===== src/rtl/wb_xact_controller_pkg.sv =====
// rtl/wb_xact_controller_pkg.sv - shared types, constants and decode for the Wishbone transaction controller
package wb_xact_controller_pkg;

    localparam logic [7:0]  LA_SEL   = 8'h70;
    localparam logic [7:0]  GPIO_SEL = 8'h80;
    localparam logic [31:0] ERR_DATA = 32'hDEAD_BEEF;

    typedef enum logic [1:0] {
        ST_IDLE,
        ST_REQ,
        ST_RESP
    } state_t;

    typedef enum logic [1:0] {
        TGT_NONE,
        TGT_TEAM,
        TGT_LA,
        TGT_GPIO
    } tgt_kind_t;

    typedef struct packed {
        tgt_kind_t  kind;
        logic [7:0] team;
    } tgt_sel_t;

    // Team indices take precedence should a select value collide with LA/GPIO.
    function automatic tgt_sel_t decode_sel(input logic [7:0] s, input int num_teams,
                                            input logic [7:0] la_sel, input logic [7:0] gpio_sel);
        tgt_sel_t r;
        r.kind = TGT_NONE;
        r.team = 8'h00;
        if (s != 8'h00 && int'(s) <= num_teams) begin
            r.kind = TGT_TEAM;
            r.team = s;
        end else if (s == la_sel) begin
            r.kind = TGT_LA;
        end else if (s == gpio_sel) begin
            r.kind = TGT_GPIO;
        end
        return r;
    endfunction

endpackage


===== src/rtl/wb_xact_controller_if.sv =====
// rtl/wb_xact_controller_if.sv - Caravel Wishbone master-side bus seen by the transaction controller
interface wb_xact_if;
    logic        wbs_stb_i;
    logic        wbs_cyc_i;
    logic        wbs_we_i;
    logic [31:0] wbs_adr_i;
    logic        wbs_ack_o;
    logic [31:0] wbs_dat_o;

    modport master (
        output wbs_stb_i, wbs_cyc_i, wbs_we_i, wbs_adr_i,
        input  wbs_ack_o, wbs_dat_o
    );

    modport slave (
        input  wbs_stb_i, wbs_cyc_i, wbs_we_i, wbs_adr_i,
        output wbs_ack_o, wbs_dat_o
    );
endinterface


===== src/rtl/wb_target_mux.sv =====
// rtl/wb_target_mux.sv - selects ack and read data of the latched target from the flat target buses
module wb_target_mux
    import wb_xact_controller_pkg::*;
#(
    parameter int NUM_TEAMS = 1
) (
    input  tgt_sel_t                        sel,
    input  logic [32*(NUM_TEAMS+1)-1:0]     designs_dat,
    input  logic [NUM_TEAMS:0]              designs_ack,
    input  logic [31:0]                     la_dat,
    input  logic                            la_ack,
    input  logic [31:0]                     gpio_dat,
    input  logic                            gpio_ack,
    output logic                            ack,
    output logic [31:0]                     dat
);

    // Slot 0 is the reserved design index and is never selected.
    logic unused_slot0;
    assign unused_slot0 = ^{designs_dat[31:0], designs_ack[0]};

    always_comb begin
        ack = 1'b0;
        dat = 32'h0;
        case (sel.kind)
            TGT_TEAM: begin
                for (int i = 1; i <= NUM_TEAMS; i++) begin
                    if (sel.team == 8'(i)) begin
                        ack = designs_ack[i];
                        dat = designs_dat[i*32 +: 32];
                    end
                end
            end
            TGT_LA: begin
                ack = la_ack;
                dat = la_dat;
            end
            TGT_GPIO: begin
                ack = gpio_ack;
                dat = gpio_dat;
            end
            default: begin
                ack = 1'b0;
                dat = 32'h0;
            end
        endcase
    end

endmodule


===== src/rtl/wb_xact_controller.sv =====
// rtl/wb_xact_controller.sv - registered single-outstanding Wishbone decode, strobe, timeout and response sequencer
module wb_xact_controller #(
    parameter int          NUM_TEAMS      = 1,
    parameter int          TIMEOUT_CYCLES = 255,
    parameter logic [31:0] ERR_DATA       = wb_xact_controller_pkg::ERR_DATA,
    parameter logic [7:0]  LA_SEL         = wb_xact_controller_pkg::LA_SEL,
    parameter logic [7:0]  GPIO_SEL       = wb_xact_controller_pkg::GPIO_SEL
) (
    input  logic                            wb_clk_i,
    input  logic                            nrst,
    wb_xact_if.slave                        wb,
    output logic [NUM_TEAMS:0]              designs_stb,
    output logic                            la_control_stb,
    output logic                            gpio_control_stb,
    output logic [31:0]                     adr_truncated,
    input  logic [32*(NUM_TEAMS+1)-1:0]     designs_wbs_dat_o_flat,
    input  logic [31:0]                     la_control_dat_o,
    input  logic [31:0]                     gpio_control_dat_o,
    input  logic [NUM_TEAMS:0]              designs_ack_o,
    input  logic                            la_control_ack_o,
    input  logic                            gpio_control_ack_o,
    input  logic                            clear_timeout,
    output logic                            timeout_flag,
    output logic [7:0]                      timeout_target
);
    import wb_xact_controller_pkg::*;

    localparam logic [15:0] TIMEOUT_LAST = 16'(TIMEOUT_CYCLES - 1);

    state_t      state;
    tgt_sel_t    sel;
    logic [7:0]  sel_s;
    logic [15:0] counter;

    tgt_sel_t           dec_sel;
    logic [NUM_TEAMS:0] dec_onehot;
    logic               mux_ack;
    logic [31:0]        mux_dat;

    // Write enable and the upper address byte play no part in sequencing.
    logic unused_bits;
    assign unused_bits = ^{wb.wbs_we_i, wb.wbs_adr_i[31:24]};

    always_comb begin
        dec_sel    = decode_sel(wb.wbs_adr_i[23:16], NUM_TEAMS, LA_SEL, GPIO_SEL);
        dec_onehot = '0;
        for (int i = 1; i <= NUM_TEAMS; i++) begin
            if (dec_sel.kind == TGT_TEAM && dec_sel.team == 8'(i)) begin
                dec_onehot[i] = 1'b1;
            end
        end
    end

    wb_target_mux #(.NUM_TEAMS(NUM_TEAMS)) u_mux (
        .sel         (sel),
        .designs_dat (designs_wbs_dat_o_flat),
        .designs_ack (designs_ack_o),
        .la_dat      (la_control_dat_o),
        .la_ack      (la_control_ack_o),
        .gpio_dat    (gpio_control_dat_o),
        .gpio_ack    (gpio_control_ack_o),
        .ack         (mux_ack),
        .dat         (mux_dat)
    );

    always_ff @(posedge wb_clk_i or negedge nrst) begin
        if (!nrst) begin
            state            <= ST_IDLE;
            sel              <= '{kind: TGT_NONE, team: 8'h00};
            sel_s            <= 8'h00;
            counter          <= 16'h0;
            designs_stb      <= '0;
            la_control_stb   <= 1'b0;
            gpio_control_stb <= 1'b0;
            adr_truncated    <= 32'h0;
            wb.wbs_ack_o     <= 1'b0;
            wb.wbs_dat_o     <= 32'h0;
            timeout_flag     <= 1'b0;
            timeout_target   <= 8'h00;
        end else begin
            if (clear_timeout) begin
                timeout_flag   <= 1'b0;
                timeout_target <= 8'h00;
            end
            case (state)
                ST_IDLE: begin
                    if (wb.wbs_cyc_i && wb.wbs_stb_i) begin
                        sel           <= dec_sel;
                        sel_s         <= wb.wbs_adr_i[23:16];
                        adr_truncated <= {16'h0, wb.wbs_adr_i[15:0]};
                        counter       <= 16'h0;
                        if (dec_sel.kind == TGT_NONE) begin
                            wb.wbs_ack_o <= 1'b1;
                            wb.wbs_dat_o <= ERR_DATA;
                            state        <= ST_RESP;
                        end else begin
                            designs_stb      <= dec_onehot;
                            la_control_stb   <= (dec_sel.kind == TGT_LA);
                            gpio_control_stb <= (dec_sel.kind == TGT_GPIO);
                            state            <= ST_REQ;
                        end
                    end
                end
                ST_REQ: begin
                    if (!wb.wbs_cyc_i) begin
                        designs_stb      <= '0;
                        la_control_stb   <= 1'b0;
                        gpio_control_stb <= 1'b0;
                        state            <= ST_IDLE;
                    end else if (mux_ack) begin
                        designs_stb      <= '0;
                        la_control_stb   <= 1'b0;
                        gpio_control_stb <= 1'b0;
                        wb.wbs_ack_o     <= 1'b1;
                        wb.wbs_dat_o     <= mux_dat;
                        state            <= ST_RESP;
                    end else if (counter == TIMEOUT_LAST) begin
                        designs_stb      <= '0;
                        la_control_stb   <= 1'b0;
                        gpio_control_stb <= 1'b0;
                        wb.wbs_ack_o     <= 1'b1;
                        wb.wbs_dat_o     <= ERR_DATA;
                        state            <= ST_RESP;
                        // A timeout landing on a clear re-arms with this transaction.
                        if (!timeout_flag || clear_timeout) begin
                            timeout_flag   <= 1'b1;
                            timeout_target <= sel_s;
                        end
                    end else begin
                        counter <= counter + 16'h1;
                    end
                end
                ST_RESP: begin
                    wb.wbs_ack_o <= 1'b0;
                    state        <= ST_IDLE;
                end
                default: state <= ST_IDLE;
            endcase
        end
    end

endmodule

===== src/flat_wrapper.sv =====
// flat-port wrapper written by rule: the top's interface ports become plain ports
module wb_xact_controller_flat import wb_xact_controller_pkg::*;
#(
    parameter int          NUM_TEAMS      = 1,
    parameter int          TIMEOUT_CYCLES = 255,
    parameter logic [31:0] ERR_DATA       = wb_xact_controller_pkg::ERR_DATA,
    parameter logic [7:0]  LA_SEL         = wb_xact_controller_pkg::LA_SEL,
    parameter logic [7:0]  GPIO_SEL       = wb_xact_controller_pkg::GPIO_SEL
)
  (wb_clk_i, nrst, designs_stb, la_control_stb, gpio_control_stb, adr_truncated, designs_wbs_dat_o_flat, la_control_dat_o, gpio_control_dat_o, designs_ack_o, la_control_ack_o, gpio_control_ack_o, clear_timeout, timeout_flag, timeout_target, wb_wbs_stb_i, wb_wbs_cyc_i, wb_wbs_we_i, wb_wbs_adr_i, wb_wbs_ack_o, wb_wbs_dat_o);
  wb_xact_if wb_i ();
  input  logic wb_clk_i;
  input  logic nrst;
  output logic [NUM_TEAMS:0] designs_stb;
  output logic la_control_stb;
  output logic gpio_control_stb;
  output logic [31:0] adr_truncated;
  input  logic [32*(NUM_TEAMS+1)-1:0] designs_wbs_dat_o_flat;
  input  logic [31:0] la_control_dat_o;
  input  logic [31:0] gpio_control_dat_o;
  input  logic [NUM_TEAMS:0] designs_ack_o;
  input  logic la_control_ack_o;
  input  logic gpio_control_ack_o;
  input  logic clear_timeout;
  output logic timeout_flag;
  output logic [7:0] timeout_target;
  input wire logic [$bits(wb_i.wbs_stb_i)-1:0] wb_wbs_stb_i;
  input wire logic [$bits(wb_i.wbs_cyc_i)-1:0] wb_wbs_cyc_i;
  input wire logic [$bits(wb_i.wbs_we_i)-1:0] wb_wbs_we_i;
  input wire logic [$bits(wb_i.wbs_adr_i)-1:0] wb_wbs_adr_i;
  output wire logic [$bits(wb_i.wbs_ack_o)-1:0] wb_wbs_ack_o;
  output wire logic [$bits(wb_i.wbs_dat_o)-1:0] wb_wbs_dat_o;
  assign wb_i.wbs_stb_i = wb_wbs_stb_i;
  assign wb_i.wbs_cyc_i = wb_wbs_cyc_i;
  assign wb_i.wbs_we_i = wb_wbs_we_i;
  assign wb_i.wbs_adr_i = wb_wbs_adr_i;
  assign wb_wbs_ack_o = wb_i.wbs_ack_o;
  assign wb_wbs_dat_o = wb_i.wbs_dat_o;
  wb_xact_controller #(.NUM_TEAMS(NUM_TEAMS), .TIMEOUT_CYCLES(TIMEOUT_CYCLES), .ERR_DATA(ERR_DATA), .LA_SEL(LA_SEL), .GPIO_SEL(GPIO_SEL)) u_core (.wb_clk_i(wb_clk_i), .nrst(nrst), .wb(wb_i), .designs_stb(designs_stb), .la_control_stb(la_control_stb), .gpio_control_stb(gpio_control_stb), .adr_truncated(adr_truncated), .designs_wbs_dat_o_flat(designs_wbs_dat_o_flat), .la_control_dat_o(la_control_dat_o), .gpio_control_dat_o(gpio_control_dat_o), .designs_ack_o(designs_ack_o), .la_control_ack_o(la_control_ack_o), .gpio_control_ack_o(gpio_control_ack_o), .clear_timeout(clear_timeout), .timeout_flag(timeout_flag), .timeout_target(timeout_target));
endmodule

===== config.mk =====
export PLATFORM = sky130hd
export DESIGN_NAME = wb_xact_controller_flat
export DESIGN_NICKNAME = d
export VERILOG_FILES = /design/src/rtl/wb_xact_controller_pkg.sv /design/src/rtl/wb_xact_controller_if.sv /design/src/rtl/wb_target_mux.sv /design/src/rtl/wb_xact_controller.sv /design/src/flat_wrapper.sv
export SDC_FILE = /design/constraint.sdc
export NUM_CORES = 1
export LEC_CHECK = 0
export BUFFER_PORTS_ARGS = -buffer_cell sky130_fd_sc_hd__clkbuf_2
export CORE_MARGIN = 4
export CORE_UTILIZATION = 51
export DETAILED_ROUTE_END_ITERATION = 12
export PLACE_DENSITY = 0.95
export SLEW_MARGIN = 20
export SYNTH_ARGS = -nofsm -noshare
export SYNTH_HDL_FRONTEND = slang
export SYNTH_SLANG_ARGS = --single-unit

===== constraint.sdc =====
create_clock -name wb_clk_i -period 5.4 [get_ports wb_clk_i]
set_clock_uncertainty 0.15 [all_clocks]
set_input_delay 0.27 -clock wb_clk_i [delete_from_list [all_inputs] [get_ports wb_clk_i]]
set_output_delay 0.27 -clock wb_clk_i [all_outputs]
set_load 0.01 [all_outputs]

==> results.toml, run 1 <==
[status]
status = "completed"

[hold_path]
hold_path_class = "in2reg"

[cts]
clk_pin_slew_worst_paths_ns = 0.09
cts-root-buf = "clkbuf_8"
cts-resized-gates = 0
clock_sinks = 97
post_cts_buffers = 0
cts_hold_buf = 14
cts_tree = "built"
cts_buffer_depth = 2
htreeDepth = 3
clock_latency_ns = 0.36
cts_buffers = 9

[detailed_routing]
drtPass1Iterations = 5
wire_per_inst_um = 18.03
via_count = 4422
antenna_left = 0
viasPerCell = 5.655
drc_errors = 0
wirelength_mm = 14.10
drtIter0Drc = 349

[synthesis]
async_flop_share = 1.000
netlist_instances = 452
ys_seq_area_frac = 0.4644
yosysMostFrequentCell = "dfrtp_1"
synth_area_leader_cell = "dfrtp_1"
synth_cell_type_count = 53
yosysWarnings = 0
avgSynthCellArea_um2 = 11.56
ys_ff_latch = 97
yosysTopAreaCellShare = 0.4644
synthTopCellsByArea = "dfrtp_1 (46%), mux2_2 (15%), mux2_1 (6.5%)"
synth_commonest_cells = "dfrtp_1 (97), mux2_2 (68), mux2_1 (30), nand2_1 (25), a221o_1 (24)"
synth_edf_count = 0
synthesis.area_mm2 = 0.005226
synth_flop_cell = "dfrtp_1"

[worst_setup_path]
worst_setup_path_start_kind = "flip-flop"
cp.required_ns = 5.49
worstSetupPathType = "reg2reg"
critPathCapture = "u_core.wb.wbs_dat_o[30]"
cp_max_fo = 32
rr_endpoint = "u_core.wb.wbs_dat_o[30]"
worstSetupEndpointType = "flip-flop"
crit_start = "u_core.counter[12]"
reg2regPathDepth = 5
regToRegStartpoint = "u_core.counter[12]"
r2r_slack_ns = 2.35
cp.arrival_ns = 3.14

[die]
ioPinCount = 248
core_area_mm2 = 0.009864
fp-row-count = 36
fp.dieH_um = 109.2
initial_core_util = 0.5298
dieArea_mm2 = 0.01193
die_w_um = 109.2

[finish]
nets = 819
antenna_cells = 0
layout-drive-gt1-share = 0.4376
area_delta_synth_final_pct = 25.28
postLayoutCellArea_mm2 = 0.006548
postLayoutCoreUtil = 0.6637

[job]
cap_violations = 0

[sta]
fmax_mhz = 328.2
fin_crit_sh = 0.5642
slew_headroom = 0.4440
fin_setup_tns_ns = 0
setup_viol = 0
rsz0062_at_grt = "false"
tightestPinTransition_ns = 0.8340
drv_slew = 0
hold_viol = 0
min_period_ns = 3.047

[pwr]
p_int_uw = 1279
combPwrFrac = 0.241
p_leak_uw = 0.003056
power.density_mw_per_mm2 = 278.6
p_switching_uw = 544.8
switching_share = 0.2987
clockPowerShare = 0.271
vdd_drop_max_mv = 0.2437
p_seq_frac = 0.488

[global_route]
grt_pass1_wl_mm = 21.61
grt_pass1_vias = 4477
grt_usage = 0.2311
grt_max_degree = 67
grt.overflow.total = 0
antenna_found_initial = 0

[placement]
placed_area_mm2 = 0.006196
io_buffers = 188
place.gp.congestion = 0.8383
dp_hpwl_mm = 10.48
-- power groups by stage --
stage	combinational [µW]	clock, µW	sequential (µW)
floorplan	227	0	926
global placement	410	0	892
detailed placement	433	0	903
CTS	443	505	890
global route	481	536	903
finish	439	494	891
-- per-stage QoR --
stage	total power, µW	hold WS [ns]	setup slack, ns	cells
2_1_floorplan	1153	-0.1756	2.978	468
6_report	1824	0.01037	2.353	782
5_1_grt	1921	0.001707	2.185	782
4_1_cts	1839	0.002821	2.363	782
3_3_place_gp	1302	0.06510	2.486	752
3_5_place_dp	1336	0.07726	2.373	752
-- cells in the final DEF (no fill, tap or decap), drive strengths merged, types with 12 or more instances in the layout --
| cell | count |
|---|---|
| clkbuf | 197 |
| mux2 | 98 |
| dfrtp | 97 |
| nand2 | 25 |
| a221o | 24 |
| conb | 17 |
| nor2 | 16 |
| dlygate4sd3 | 14 |
| nand3 | 13 |
| o21ai | 12 |
-- flip-flops by register name, summed over array words and instances (netlist names) --
register and cells:
u_core.timeout_flag 1, u_core.wb.wbs_dat_o 32, u_core.gpio_control_stb 1, u_core.designs_stb 1
u_core.counter 16, u_core.la_control_stb 1, u_core.sel 10, u_core.wb.wbs_ack_o 1
u_core.adr_truncated 16, u_core.timeout_target 8, u_core.state 2, u_core.sel_s 8
-- cell families (layout without fill, tap and decap cells) --
| kind of cell | count (synthesis) | after routing | share of synthesized area |
|---|---|---|---|
| multiplexers | 106 | 106 | 0.2265 |
| flip-flops | 97 | 97 | 0.4644 |
| adder cells (fa/ha/maj) | 5 | 5 | 0.01197 |
| AND/OR/NAND/NOR | 120 | 120 | 0.1324 |
| other | 1 | 17 | 0.0007175 |
| buffers and inverters | 51 | 232 | 0.05315 |
| AO/OA/AOI/OAI | 70 | 70 | 0.1075 |
| XOR/XNOR | 2 | 2 | 0.003352 |
-- worst max-delay path: stages, from the launching register on --
cell and delay (ns):
dfrtp_1 0.44, nor4_1 0.39, nor4bb_1 0.77, a2111o_2 0.28, nand3b_4 0.39, mux2_1 0.49
-- worst min path at each step --
stage,cells past startpoint,to,slack [ns],from
finish,2,u_core.sel_s[3],0.01,wb_wbs_adr_i[19]
global route,2,u_core.sel_s[2],0.002,wb_wbs_adr_i[18]
CTS,2,u_core.sel_s[2],0.003,wb_wbs_adr_i[18]
detailed placement,1,u_core.adr_truncated[5],0.08,nrst
global placement,1,u_core.adr_truncated[15],0.07,nrst
floorplan,0,u_core.adr_truncated[0],-0.18,nrst
-- layout make-up --
class,count,area [µm²]
Clock buffer,10,137.6
Clock inverter,6,73.82
Fill cell,723,3317
Inverter,8,30.03
Multi-Input combinational cell,320,2584
Sequential cell,97,2427
Tap cell,133,166.4
Timing Repair Buffer,208,1129
-- layer usage --
metal,up-vias,track usage,share of wire
met5,-,0,0
met4,0,0.07035,0.017
met3,25,0.04796,0.079
met2,226,0.4246,0.52
met1,2147,0.2697,0.38
li1,2024,-,-
Note: power is estimated with default switching activity, not from simulation.
==> inputs of run 2 (changes only) <==
--- a/config.mk
+++ b/config.mk
@@ -7,9 +7,9 @@
 export LEC_CHECK = 0
 export BUFFER_PORTS_ARGS = -buffer_cell sky130_fd_sc_hd__clkbuf_2
 export CORE_MARGIN = 4
-export CORE_UTILIZATION = 51
+export CORE_UTILIZATION = 47
 export DETAILED_ROUTE_END_ITERATION = 12
-export PLACE_DENSITY = 0.95
+export PLACE_DENSITY = 0.91
 export SLEW_MARGIN = 20
 export SYNTH_ARGS = -nofsm -noshare
 export SYNTH_HDL_FRONTEND = slang
==> constraint.sdc (replaced) <==
create_clock -name wb_clk_i -period 3.06 [get_ports wb_clk_i]
set_clock_uncertainty 0.15 [all_clocks]
set_input_delay 0.153 -clock wb_clk_i [delete_from_list [all_inputs] [get_ports wb_clk_i]]
set_output_delay 0.153 -clock wb_clk_i [all_outputs]
set_load 0.01 [all_outputs]
==> run 2 against run 1 <==
Net effect:
- power grew 75%
- routed wire length grew 2.4%
- critical endpoint is now u_core.wb.wbs_dat_o[26]
- design area grew 5.8%
- clock power grew 65%
- combinational power grew 84%
- via count grew 2.7%
- critical path type unchanged
- non-clock buffer count grew 40
- flip-flop and latch count is the same
- die area grew 7.9%
==> results.toml, run 2 (same netlist as run 1, synthesis figures left out) <==
[detailed_routing]
wire_per_inst_um = 17.42
antenna_left = 0
wirelength_mm = 14.44
viasPerCell = 5.476
drtPass1Iterations = 4
drtIter0Drc = 237
drc_errors = 0
via_count = 4540

[sta]
tightestPinTransition_ns = 0.5803
fin_crit_sh = 0.9015
slew_headroom = 0.6131
hold_viol = 0
min_period_ns = 2.759
fin_setup_tns_ns = 0
worst_slack_ns = 0.3014
drv_slew = 0
fmax_mhz = 362.5
setup_viol = 0
rsz0062_at_grt = "false"

[placement]
place.gp.congestion = 0.8408
placed_area_mm2 = 0.006250
io_buffers = 188
dp_hpwl_mm = 10.07
dp_slack_ns = 0.2902

[finish]
postLayoutCellArea_mm2 = 0.006928
layout-drive-gt1-share = 0.4209
nets = 859
antenna_cells = 0
final_cell_mix = "clkbuf_2 (187), dfrtp_1 (97), mux2_2 (68)"
layout_commonest_cell = "clkbuf_2"
area_delta_synth_final_pct = 32.56
reg_top3 = "u_core.wb.wbs_dat_o x32, u_core.adr_truncated x16, u_core.counter x16"
postLayoutCoreUtil = 0.6391
largest_reg_flops = 32
largest_register = "u_core.wb.wbs_dat_o"

[job]
cap_violations = 0

[cts]
clock_sinks = 97
cts_buffers = 9
post_cts_buffers = 0
cts_tree = "built"
clk_pin_slew_worst_paths_ns = 0.11
cts_buffer_depth = 2
cts-root-buf = "clkbuf_8"
htreeDepth = 3
clock_latency_ns = 0.37

[worst_setup_path]
worstSetupPathType = "reg2reg"
worst_setup_path_start_kind = "flip-flop"
cp_slowest_stage_delay_ns = 0.61
crit_chain = "or4_1, nor4b_4, a2111o_2, nand3b_4, mux2_1"
cp.arrival_ns = 2.86
cp.required_ns = 3.16
slowest_stage = "or4_1"
worstSetupEndpointType = "flip-flop"
crit_buf_inv = 0
cp_top_family = "simple AND/OR/NAND/NOR gates"
cp_max_fo = 32

[die]
ioPinCount = 248
initial_core_util = 0.4821
core_area_mm2 = 0.01084
die_w_um = 113.5
fp-row-count = 38
dieArea_mm2 = 0.01287
fp.dieH_um = 113.5

[pwr]
clockPowerShare = 0.254
p_leak_uw = 0.003225
combPwrFrac = 0.253
p_seq_frac = 0.493
switching_share = 0.3129
p_int_uw = 2196
vdd_drop_max_mv = 0.3680
p_total_uw = 3196
p_switching_uw = 1000
power.density_mw_per_mm2 = 461.4

[global_route]
grt_usage = 0.2220
grt_pass1_vias = 4837
grt_pass1_wl_mm = 23.22
grt_max_degree = 48
grt.overflow.total = 0
antenna_found_initial = 0

[status]
status = "completed"

[hold_path]
hold_path_class = "in2reg"
## run 2: changes by cell type in the layout (fill, tap and decap cells not counted), sizes merged
cell and delta:
clkinv +4, bufinv -1, buf +6, dlygate4sd3 +34, clkbuf -1, clkinvlp -2
## run 2: layout make-up
class / instances / area [µm²]
inverters: 8 / 30.03
repair buffers: 248 / 1514
clock inverters: 7 / 73.82
well taps: 140 / 175.2
clock buffers: 9 / 123.9
fillers: 792 / 3913
multi-input cells: 320 / 2584
flip-flops and latches: 97 / 2427
## run 2: power by group through the flow
stage	clock network [µW]	logic, µW	registers (µW)
after floorplan	0	401	1630
after global placement	0	725	1580
after detailed placement	0	751	1590
after CTS	831	802	1570
after global routing	887	882	1600
final	813	809	1570
## run 2: final timing paths
| path | cells past startpoint | from | to | slack, ns |
|---|---|---|---|---|
| max | 5 | u_core.sel[5] | u_core.wb.wbs_dat_o[26] | 0.30 |
| min | 4 | designs_wbs_dat_o_flat[52] | u_core.wb.wbs_dat_o[20] | 0.007 |
| max reg2reg | 5 | u_core.sel[5] | u_core.wb.wbs_dat_o[26] | 0.30 |
| min reg2reg | 1 | u_core.sel[4] | u_core.sel[4] | 0.34 |
| max in group asynchronous | 3 | nrst | u_core.counter[15] | 1.77 |
| min in group asynchronous | 2 | nrst | u_core.sel_s[5] | 0.17 |
## run 2: metal layers
layer	wire [µm]	share of wire	global-route usage
met4	374	0.026	0.07692
met1	5480	0.38	0.2571
met5	0	0	0
met2	7343	0.51	0.4005
met3	1239	0.086	0.05464
## run 2: timing repair
item                       CTS  global route
setup endpoints to repair    0             0
gates resized for setup      0             0
hold buffers                48             0
hold endpoints to repair    93             0
## run 2: worst min-delay path: stages
cell and delay (ns):
clkbuf_2 0.07, a22oi_1 0.07, nor2_1 0.08, mux2_1 0.12
## run 2: through the flow
stage / instances / hold slack [ns]
floorplan: 468 / -0.2926
CTS: 829 / 0.0003328
global route: 829 / 0.004721
global placement: 765 / 0.02324
finish: 829 / 0.007424
detailed placement: 765 / 0.03895
==> inputs of run 3 (changes only) <==
--- a/config.mk
+++ b/config.mk
@@ -7,9 +7,10 @@
 export LEC_CHECK = 0
 export BUFFER_PORTS_ARGS = -buffer_cell sky130_fd_sc_hd__clkbuf_2
 export CORE_MARGIN = 4
-export CORE_UTILIZATION = 47
+export CORE_UTILIZATION = 48
+export CTS_BUF_LIST = sky130_fd_sc_hd__clkbuf_2
 export DETAILED_ROUTE_END_ITERATION = 12
-export PLACE_DENSITY = 0.91
+export PLACE_DENSITY = 0.92
 export SLEW_MARGIN = 20
 export SYNTH_ARGS = -nofsm -noshare
 export SYNTH_HDL_FRONTEND = slang
==> run 3 against run 2 <==
Net effect:
- clock power fell by 27%
- global-route usage up 6.0 points
- flip-flop and latch count did not move
- worst setup slack got worse by 0.17 ns
- maximum frequency is 5.8% lower
- critical endpoint is now u_core.wb.wbs_dat_o[24]
- largest cell class unchanged
- largest power group unchanged
==> results.toml, run 3 (same netlist as run 1, synthesis figures left out) <==
[status]
status = "completed"

[worst_setup_path]
cp.arrival_ns = 3.29
slowest_stage = "dlygate4sd3_1"
worstSetupPathType = "reg2reg"
crit_chain = "or4b_1, nor4b_4, buf_8, a22oi_1, dlygate4sd3_1, nor2_1, mux2_1"
reg2regPathDepth = 7
cp_max_fo = 32
worstSetupEndpointType = "flip-flop"
worst_setup_path_start_kind = "flip-flop"
cp.required_ns = 3.43
cp_slowest_stage_delay_ns = 0.60

[detailed_routing]
antenna_left = 0
wire_per_inst_um = 20.12
wirelength_mm = 18.03
drc_errors = 0
drtPass1Iterations = 5
drtIter0Drc = 493
via_count = 5139
viasPerCell = 5.735

[finish]
area_delta_synth_final_pct = 44.58
layout_commonest_cell = "clkbuf_2"
largest_reg_flops = 32
multi_input_area_mm2 = 0.002584
nets = 928
layout-drive-gt1-share = 0.3773
largest_register = "u_core.wb.wbs_dat_o"
postLayoutCoreUtil = 0.7222
reg_top3 = "u_core.wb.wbs_dat_o x32, u_core.adr_truncated x16, u_core.counter x16"
regArea_mm2 = 0.002427
final_cell_mix = "clkbuf_2 (196), dlygate4sd3_1 (121), dfrtp_1 (97)"
nFillCells = 686

[cts]
cts_buffer_depth = 2
cts-root-buf = "clkbuf_2"
clk_pin_slew_worst_paths_ns = 0.29
clock_sinks = 97
clock_latency_ns = 0.58
cts_tree = "built"
cts_buffers = 9
htreeDepth = 3

[global_route]
grt_max_degree = 58
use_met3 = 0.05660
grt.overflow.total = 0
grt_pass1_wl_mm = 28.58
grt_usage = 0.2823
grt_busiest_layer = "met2"
antenna_found_initial = 2
met2_usage = 0.4970
grt_pass1_vias = 5397
grt.met1_usage = 0.3313

[sta]
slew_headroom = 0.4821
whs_ns = 0.1309
fin_crit_sh = 0.9570
fin_setup_tns_ns = 0
min_period_ns = 2.929
hold_viol = 0
drv_slew = 0
tightestPinTransition_ns = 0.7710
setup_viol = 0
fmax_mhz = 341.5
rsz0062_at_grt = "false"

[placement]
place.gp.congestion = 0.9130
io_buffers = 188
dp_hpwl_mm = 10.78

[hold_path]
min_path_cells = 5
hold_path_class = "in2reg"

[die]
fp.dieH_um = 112.3
core_area_mm2 = 0.01046
dieArea_mm2 = 0.01262
ioPinCount = 248
fp-row-count = 37
initial_core_util = 0.4995
die_w_um = 112.3

[job]
cap_violations = 0

[pwr]
vdd_drop_max_mv = 0.4225
p_leak_uw = 0.003463
p_total_uw = 3095
power.density_mw_per_mm2 = 409.5
## run 3: critical path, delay by kind of cell, from the launching register on
family / cells / cell delay [ns]
and+or+nand+nor: 3 / 1.12
DFF: 1 / 0.44
AOI/OAI and AO/OA: 1 / 0.13
buffers and inverters: 2 / 0.87
muxes: 1 / 0.14
## run 3: cell type report
class                   instances  area share
flip-flops and latches         97      0.3212
clock inverters                 7    0.007948
repair buffers                317      0.2957
inverters                       8    0.003974
diodes                          2   0.0006624
well taps                     136     0.02252
clock buffers                   9    0.005961
multi-input cells             320      0.3419
## run 3: stage by stage
| stage | std cells | setup slack, ns | cell area (µm²) |
|---|---|---|---|
| floorplan | 468 | 0.6384 | 5286 |
| global placement | 757 | 0.3639 | 6227 |
| detailed placement | 757 | 0.2952 | 6227 |
| CTS | 894 | 0.03701 | 7543 |
| global route | 896 | 0.02121 | 7556 |
| finish | 896 | 0.1315 | 7556 |
## run 3: worst paths after layout
path / startpoint / end / slack [ns]
max in group asynchronous: nrst / u_core.sel[6] / 0.99
worst max register to register: u_core.sel[1] / u_core.wb.wbs_dat_o[24] / 0.13
worst min-delay path: la_control_ack_o / u_core.timeout_flag / 0.13
worst min register to register: u_core.sel[2] / u_core.sel[2] / 0.37
min in group asynchronous: nrst / u_core.timeout_target[0] / 0.54
worst max-delay path: u_core.sel[1] / u_core.wb.wbs_dat_o[24] / 0.13
## run 3: what timing repair did
item,CTS,global route
resized for setup,0,2
hold endpoints to repair,167,0
buffers inserted,0,0
setup endpoints to repair,0,8
hold buffers,121,0
## run 3: power breakdown
group	switching (µW)	internal [µW]	leakage, µW	total, µW
logic	442	476	0.00223	918
clock network	470	126	0.0000692	596
registers	110	1470	0.00116	1580
## run 3: per-layer routing
metal,vias up,wire (µm)
li1,2255,-
met1,2491,6643
met2,326,9092
met3,67,1416
met4,0,875
met5,-,0
